File: src/rtl/qpsk_pkg.sv
// Shared constants and state encoding for the QPSK demodulator sequencer.
package qpsk_pkg;
  localparam int QPSK_SYMS  = 11;
  localparam int QPSK_OUT_W = 21;

  typedef enum logic [1:0] {COLLECT, CAPTURE, HOLD} qpsk_ctrl_state_t;
endpackage

File: src/rtl/qpsk_demodulator.sv
// Combinational 11-symbol QPSK demodulator: each symbol maps to {~I, ~Q},
// symbols concatenated 10 down to 0 with the final ~Q0 bit dropped.
module qpsk_demodulator
  import qpsk_pkg::*;
(
  input  logic [QPSK_SYMS-1:0]  re_bits,
  input  logic [QPSK_SYMS-1:0]  im_bits,
  output logic [QPSK_OUT_W-1:0] data
);
  always_comb begin
    data    = '0;
    data[0] = ~re_bits[0];
    for (int k = 1; k < QPSK_SYMS; k++) begin
      data[2*k-1] = ~im_bits[k];
      data[2*k]   = ~re_bits[k];
    end
  end
endmodule

File: src/rtl/qpsk_demod_ctrl.sv
// Sequencer: collects 11 I/Q sign decisions, runs the demodulator once per
// word, registers the result and offers it downstream.
module qpsk_demod_ctrl
  import qpsk_pkg::*;
#(
  parameter int SYMS_PER_WORD  = 11,
  parameter int TIMEOUT_CYCLES = 64,
  parameter int CNT_W          = 16
) (
  input  logic                  clk,
  input  logic                  rst,
  input  logic                  frame_start,
  input  logic                  sym_valid,
  input  logic                  sym_i,
  input  logic                  sym_q,
  output logic                  sym_ready,
  output logic                  out_valid,
  input  logic                  out_ready,
  output logic [QPSK_OUT_W-1:0] out_data,
  output logic                  word_dropped,
  output logic [CNT_W-1:0]      word_count,
  output qpsk_ctrl_state_t      state
);
  // Handshakes: a transfer happens on a rising edge where valid && ready.
  // out_valid, once high, holds with out_data stable until the transfer.
  generate
    if (SYMS_PER_WORD != QPSK_SYMS) begin : g_bad_syms
      $error("SYMS_PER_WORD must equal 11");
    end
    if (TIMEOUT_CYCLES < 2 || TIMEOUT_CYCLES > 65535) begin : g_bad_timeout
      $error("TIMEOUT_CYCLES must be within 2..65535");
    end
  endgenerate

  localparam logic [15:0]      IDLE_LAST = 16'(TIMEOUT_CYCLES - 1);
  localparam logic [3:0]       LAST_SYM  = 4'(QPSK_SYMS - 1);
  localparam logic [CNT_W-1:0] WC_ONE    = CNT_W'(1);

  qpsk_ctrl_state_t        state_n;
  logic [3:0]              sym_count, sym_count_n, base;
  logic [15:0]             idle_cnt, idle_cnt_n;
  logic [QPSK_SYMS-1:0]    real_reg, real_n, imag_reg, imag_n;
  logic [QPSK_OUT_W-1:0]   out_data_n, demod_data;
  logic                    out_valid_n, word_dropped_n;
  logic [CNT_W-1:0]        word_count_n;
  logic                    accept, restart, timeout;

  qpsk_demodulator u_demod (
    .re_bits (real_reg),
    .im_bits (imag_reg),
    .data    (demod_data)
  );

  assign sym_ready = (state == COLLECT);
  assign accept    = sym_valid && sym_ready;

  always_comb begin
    state_n        = state;
    sym_count_n    = sym_count;
    idle_cnt_n     = idle_cnt;
    real_n         = real_reg;
    imag_n         = imag_reg;
    out_data_n     = out_data;
    out_valid_n    = out_valid;
    word_dropped_n = 1'b0;
    word_count_n   = word_count;
    restart        = 1'b0;
    timeout        = 1'b0;
    base           = sym_count;
    case (state)
      COLLECT: begin
        restart = frame_start && (sym_count != 4'd0);
        timeout = (sym_count != 4'd0) && !accept && (idle_cnt == IDLE_LAST);
        word_dropped_n = restart || timeout;
        // A realignment or discard means the next symbol lands at index 0.
        if (frame_start || timeout) base = 4'd0;
        if (accept) begin
          real_n[base] = sym_i;
          imag_n[base] = sym_q;
          idle_cnt_n   = 16'd0;
          if (base == LAST_SYM) begin
            sym_count_n = 4'd0;
            state_n     = CAPTURE;
          end else begin
            sym_count_n = base + 4'd1;
          end
        end else begin
          sym_count_n = base;
          if (restart || timeout || sym_count == 4'd0) idle_cnt_n = 16'd0;
          else                                         idle_cnt_n = idle_cnt + 16'd1;
        end
      end
      CAPTURE: begin
        out_data_n  = demod_data;
        out_valid_n = 1'b1;
        state_n     = HOLD;
      end
      HOLD: begin
        if (out_valid && out_ready) begin
          out_valid_n  = 1'b0;
          word_count_n = word_count + WC_ONE;
          state_n      = COLLECT;
        end
      end
      default: state_n = COLLECT;
    endcase
  end

  always_ff @(posedge clk) begin
    if (rst) begin
      state        <= COLLECT;
      sym_count    <= 4'd0;
      idle_cnt     <= 16'd0;
      real_reg     <= '0;
      imag_reg     <= '0;
      out_data     <= '0;
      out_valid    <= 1'b0;
      word_dropped <= 1'b0;
      word_count   <= '0;
    end else begin
      state        <= state_n;
      sym_count    <= sym_count_n;
      idle_cnt     <= idle_cnt_n;
      real_reg     <= real_n;
      imag_reg     <= imag_n;
      out_data     <= out_data_n;
      out_valid    <= out_valid_n;
      word_dropped <= word_dropped_n;
      word_count   <= word_count_n;
    end
  end
endmodule

File: config.mk
export PLATFORM = sky130hd
export DESIGN_NAME = qpsk_demod_ctrl
export DESIGN_NICKNAME = d
export VERILOG_FILES = /design/src/rtl/qpsk_pkg.sv /design/src/rtl/qpsk_demodulator.sv /design/src/rtl/qpsk_demod_ctrl.sv
export SDC_FILE = /design/constraint.sdc
export NUM_CORES = 1
export LEC_CHECK = 0
export ABC_AREA = 1
export CORE_MARGIN = 3
export CORE_UTILIZATION = 55
export DETAILED_ROUTE_END_ITERATION = 8
export GPL_ROUTABILITY_DRIVEN = 0
export PLACE_DENSITY = 0.78
export SLEW_MARGIN = 25
export SYNTH_ARGS = -nofsm -noshare
export SYNTH_HDL_FRONTEND = slang
export SYNTH_SLANG_ARGS = --single-unit
File: constraint.sdc
create_clock -name clk -period 3.2 [get_ports clk]
set_input_delay 0.48 -clock clk [delete_from_list [all_inputs] [get_ports clk]]
set_output_delay 0.48 -clock clk [all_outputs]
set_load 0.03 [all_outputs]
==> results of run 1 <==
## metrics by stage
step	hold slack, ns	area (sq um)	util	cells
after floorplan	0.400	3690	-	483
after global placement	0.418	4240	0.660	596
after detailed placement	0.422	4240	0.660	596
after CTS	0.435	4500	0.701	611
after global routing	0.455	4500	0.701	611
final	0.433	4500	0.701	611
## cells by family (layout without fill, tap and decap cells)
| family | count (synthesis) | after routing | synth area share |
|---|---|---|---|
| flip-flops | 82 | 82 | 0.444 |
| AND/OR/NAND/NOR | 213 | 213 | 0.301 |
| AO/OA/AOI/OAI | 109 | 109 | 0.158 |
| buffers and inverters | 69 | 120 | 0.0711 |
| XOR/XNOR | 8 | 8 | 0.0190 |
| adder cells (fa/ha/maj) | 2 | 2 | 0.00677 |
## layout make-up
type,count,area (sq um)
inverter,54,205
sequential,82,1640
clock inverter,6,139
fill,523,1920
multi-input combinational,332,1790
tap,77,96.3
clock buffer,9,124
timing repair buffer,51,503
## per-layer routing
layer | share of wire | global-route usage | up-vias | routed length [um]
met4 | 0.011 | 0.0781 | 0 | 88
met5 | 0 | 0 | - | 0
met1 | 0.47 | 0.285 | 1476 | 3670
met2 | 0.48 | 0.365 | 75 | 3790
li1 | - | - | 1682 | -
met3 | 0.042 | 0.0433 | 8 | 330
## placed cells by master, fill, tap and decap left out, types with 2 or more instances in the layout
cell type / instances
dfxtp_1: 82
nand2_1: 71
nor2_1: 70
a21oi_1: 53
clkdlybuf4s50_1: 48
o21ai_0: 44
inv_1: 43
nand3_1: 16
nor3_1: 10
nand4_1: 10
inv_2: 10
clkbuf_8: 9
nor2_4: 7
xor2_1: 7
nor2_2: 5
nand2_2: 5
nor3_2: 4
o21ai_1: 4
bufinv_16: 4
nand2_4: 3
buf_4: 3
nand4_4: 2
nor3b_2: 2
nor3b_1: 2
a21o_1: 2
nor2_8: 2
ha_1: 2
## worst max path at each step
stage	startpoint	endpoint	cells after the start	slack [ns]
detailed placement	out_ready	word_count[15]	8	0.99
global route	state[1]	sym_ready	2	0.82
CTS	state[1]	sym_ready	2	0.86
global placement	out_ready	word_count[15]	8	1.01
finish	state[1]	sym_ready	2	0.88
floorplan	state[1]	idle_cnt[14]	6	1.36
## power breakdown
group	switching, mW	leakage [nW]	internal (mW)
combinational	0.0546	0.900	0.0268
sequential	0.00448	0.661	1.02
clock	0.378	0.127	0.598
## worst reg2reg max path: cells and delay by family, from the launching register on
family	cells	cell delay, ns
buffers and inverters	1	0.05
DFF	1	0.41
and+or+nand+nor	11	1.36
==> run_results.csv, run 1 <==
group,metric,value,unit
yosys,ys.flop_type,"dfxtp_1",
clock_tree,ctsResizeCount,0,
yosys,synthesis.nets,492,
power_and_ir_drop,cellLeakagePower,1.69,nW
clock_tree,clk_latency,0.35,ns
sta,tightest_slew,0.503,ns
yosys,syn_avg_cell_area,7.65,sq um
drt,post_drt_wl_per_cell,12.9,um
place,dp_slack,0.995,ns
die,ios,49,
die,row_count,29,
worst_setup_path,path_buf_inv,1,
sta,skew,0.00838,ns
global_route,grt_pass1_wl,13.6,mm
clock_tree,cts_buffers,9,
drt,drtAntennaViolNets,0,
clock_tree,clock_sinks,82,
sta,setup_viol,0,
sta,fmax,432,MHz
yosys,synth_edf_count,0,
worst_setup_path,end_kind,"output pin",
power_and_ir_drop,max-vdd-ir-drop,334,uV
drt,vias,3241,
power_and_ir_drop,power,2.09,mW
drt,via_per_inst,5.30,
clock_tree,clockBufferDepth,2,
yosys,synth_cells,483,
sta,min_period,2.32,ns
yosys,yosysMostFrequentCell,"dfxtp_1",
global_route,antenna_found_initial,0,
yosys,synth_common_cells,"82 x dfxtp_1, 71 x nand2_1, 71 x nor2_1",
worst_setup_path,arrival,1.84,ns
worst_setup_path,cpLargestDelayFamily,"buffers and inverters",
min_path,hold_end,"out_data[6]",
final_layout,regMostFlops,"out_data",
worst_setup_path,critPathKind,"reg2out",
worst_setup_path,slowest_delay,0.74,ns
worst_setup_path,timing.rr.start,"state[1]",
global_route,grt_usage,0.220,
worst_setup_path,critPathRequiredTime,2.72,ns
min_path,hold_depth,1,
yosys,netlist-cell-type-count,38,
global_route,grt_pass1_vias,3068,
yosys,ys_warn_count,0,
outcome,outcome,"completed",
yosys,yosysTopAreaCell,"dfxtp_1",
drt,route.detailed.drc,0,
worst_setup_path,critPathMaxFanout,13,
die,dieArea,0.00774,sq mm
clock_tree,cts_hold_buf,0,
power_and_ir_drop,p_per_area,463,mW/mm^2
final_layout,reg_top3,"out_data: 21 flops, idle_cnt: 16 flops, word_count: 16 flops",
final_layout,num_antenna_cells,0,
worst_setup_path,r2r_end,"imag_reg[10]",
sta,min_period_over_period,0.724,
min_path,worst_hold_path_type,"reg2reg",
yosys,yosys-top-cells-area,"dfxtp_1 44%, nand2_1 7.2%, nor2_1 7.2%, a21oi_1 7.2%, o21ai_0 6.0%",
yosys,synth-seq-cells,82,
clock_tree,cts_tree,"built",
yosys,synth-seq-area-share,0.444,
global_route,grt.overflow.total,0,
die,chipWidth,88.0,um
final_layout,syn_to_final_growth,21.8,%
place,port_buffers,48,
die,core-area,0.00642,sq mm
final_layout,fin_nets,539,
worst_setup_path,cp-start-kind,"flop",
sta,slew_headroom,0.664,
sta,rsz0062_at_grt,"no",
drt,wirelength,7.88,mm
sta,finalWorstSetupSlack,0.884,ns
yosys,async_reset_ff_frac,0,
yosys,netlist.area_leader.share,0.444,
die,die_h,88.0,um
yosys,synthesis.area,0.00369,sq mm
min_path,min_from,"real_reg[3]",
worst_setup_path,path_cells,"nor2_4 -> clkdlybuf4s50_1",
clock_tree,cts_setup_buffers,0,
sta,report.final.slew_viol_count,0,
final_layout,drive_gt1_frac,0.122,
drt,dr.pass1.iters,5,
worst_setup_path,reg2reg_setup_slack,1.28,ns
sta,tns,0,ns
job,maxCapViolations,0,
worst_setup_path,rr_worst_depth,12,
clock_tree,h-tree-depth,3,
place,hpwl,5.60,mm
clock_tree,path_clk_slew,0.09,ns
clock_tree,cts_root_buffer,"clkbuf_8",
final_layout,largest_reg_flops,21,
sta,finalHoldViolCount,0,
die,start_util,0.575,
global_route,grt_max_degree,51,
worst_setup_path,slowest_stage,"clkdlybuf4s50_1",
drt,drtIter0Drc,155,
Note: power is estimated with default switching activity, not from simulation.
==> inputs of run 2 (changes only) <==
Clock period 3.2 ns to 2.4 ns, I/O delays scaled along.
==> run 2 against run 1 <==
Total power grew 15%. Sequential share of layout area grew 0.56 points. Combinational power grew 35%. Clock power shrank 5.0%. Critical path type unchanged. Non-clock buffer count grew 1. Count of clock-buffer cells in the layout grew 1.
==> run_results.csv, run 2 (synthesis gave the netlist of run 1 again) <==
group,metric,value,unit
drt,wirelength,8.04,mm
drt,via_per_inst,5.40,
worst_setup_path,critPathRequiredTime,2.04,ns
drt,dr.pass1.iters,4,
final_layout,fin_nets,540,
place,port_buffers,48,
sta,min_period,2.25,ns
global_route,grt_max_degree,44,
drt,post_drt_wl_per_cell,13.1,um
final_layout,design_area,0.00443,sq mm
die,ios,49,
final_layout,regMostFlops,"out_data",
die,die_h,88.0,um
final_layout,final_common_cell,"dfxtp_1",
clock_tree,ctsResizeCount,0,
place,hpwl,5.72,mm
drt,route.detailed.drc,0,
clock_tree,cts_root_buffer,"clkbuf_8",
worst_setup_path,cp-start-kind,"flop",
die,chipWidth,88.0,um
outcome,outcome,"completed",
final_layout,multi_input_comb_area,0.00179,sq mm
job,maxCapViolations,0,
clock_tree,cts_buffers,9,
global_route,grt_usage,0.226,
final_layout,syn_to_final_growth,20.0,%
die,dieArea,0.00774,sq mm
final_layout,final_cell_mix,"82 x dfxtp_1, 71 x nand2_1, 70 x nor2_1, 53 x a21oi_1, 48 x clkdlybuf4s50_1",
power_and_ir_drop,p_per_area,543,mW/mm^2
sta,tns,0,ns
clock_tree,h-tree-depth,3,
global_route,grt_pass1_vias,3042,
final_layout,seq_area,0.00164,sq mm
sta,setup_viol,0,
min_path,worst_hold_path_type,"reg2reg",
final_layout,nFillCells,551,
die,core-area,0.00642,sq mm
clock_tree,path_clk_slew,0.09,ns
sta,min_period_over_period,0.936,
worst_setup_path,critPathMaxFanout,13,
drt,drtIter0Drc,153,
drt,drtAntennaViolNets,0,
clock_tree,clockBufferDepth,2,
power_and_ir_drop,cellLeakagePower,1.65,nW
sta,finalHoldViolCount,0,
final_layout,reg_top3,"out_data: 21 flops, idle_cnt: 16 flops, word_count: 16 flops",
die,row_count,29,
sta,slew_headroom,0.657,
clock_tree,cts_tree,"built",
clock_tree,cts_hold_buf,0,
final_layout,drive_gt1_frac,0.125,
final_layout,num_antenna_cells,0,
global_route,grt.overflow.total,0,
sta,tightest_slew,0.513,ns
sta,skew,0.00825,ns
clock_tree,clk_latency,0.35,ns
final_layout,largest_reg_flops,21,
worst_setup_path,critPathKind,"reg2out",
sta,rsz0062_at_grt,"no",
die,start_util,0.575,
sta,report.final.slew_viol_count,0,
sta,fmax,445,MHz
worst_setup_path,arrival,1.89,ns
power_and_ir_drop,max-vdd-ir-drop,699,uV
clock_tree,clock_sinks,82,
global_route,antenna_found_initial,0,
clock_tree,cts_setup_buffers,0,
drt,vias,3308,
global_route,grt_pass1_wl,14.0,mm
worst_setup_path,end_kind,"output pin",
place,placed_area,0.00425,sq mm
-- run 2: final timing paths --
path / cells past startpoint / slack [ns] / end / startpoint
worst max-delay path: 2 / 0.15 / sym_ready / state[1]
worst min-delay path: 1 / 0.42 / out_data[16] / real_reg[8]
worst max register to register: 6 / 0.42 / idle_cnt[11] / state[1]
worst min register to register: 1 / 0.42 / out_data[16] / real_reg[8]
-- run 2: per-stage QoR --
step                      std cells  setup slack [ns]   util  hold WS, ns  total power [mW]
after floorplan                 483             0.560      -        0.400              1.48
after global placement          597             0.333  0.661        0.418              1.51
after detailed placement        597             0.283  0.661        0.419              1.51
after CTS                       613             0.141  0.690        0.425              2.43
after global routing            613            0.0939  0.690        0.441              2.51
final                           613             0.152  0.690        0.418              2.41
-- run 2: final cells by class --
| type | instances | area share |
|---|---|---|
| clock buffer | 10 | 0.0310 |
| clock inverter | 6 | 0.0113 |
| inverter | 54 | 0.0463 |
| multi-input combinational | 332 | 0.404 |
| sequential | 82 | 0.370 |
| tap | 77 | 0.0217 |
| timing repair buffer | 52 | 0.115 |
-- run 2: metal layers --
metal	global-route usage	vias up	wire length, um
met3	0.0546	12	486
met4	0.0823	0	116
met5	0	-	0
li1	-	1678	-
met2	0.351	94	3750
met1	0.306	1524	3680
-- run 2: report_power, final --
| group | switching (mW) | leakage (nW) | internal, mW |
|---|---|---|---|
| combinational | 0.0732 | 0.905 | 0.0368 |
| sequential | 0.00618 | 0.661 | 1.37 |
| clock | 0.515 | 0.0891 | 0.412 |
-- run 2: worst max-delay path, cell delays in order (launching register included) --
cell and delay (ns):
dfxtp_1 0.42, nor2_4 0.37, clkdlybuf4s50_1 0.75
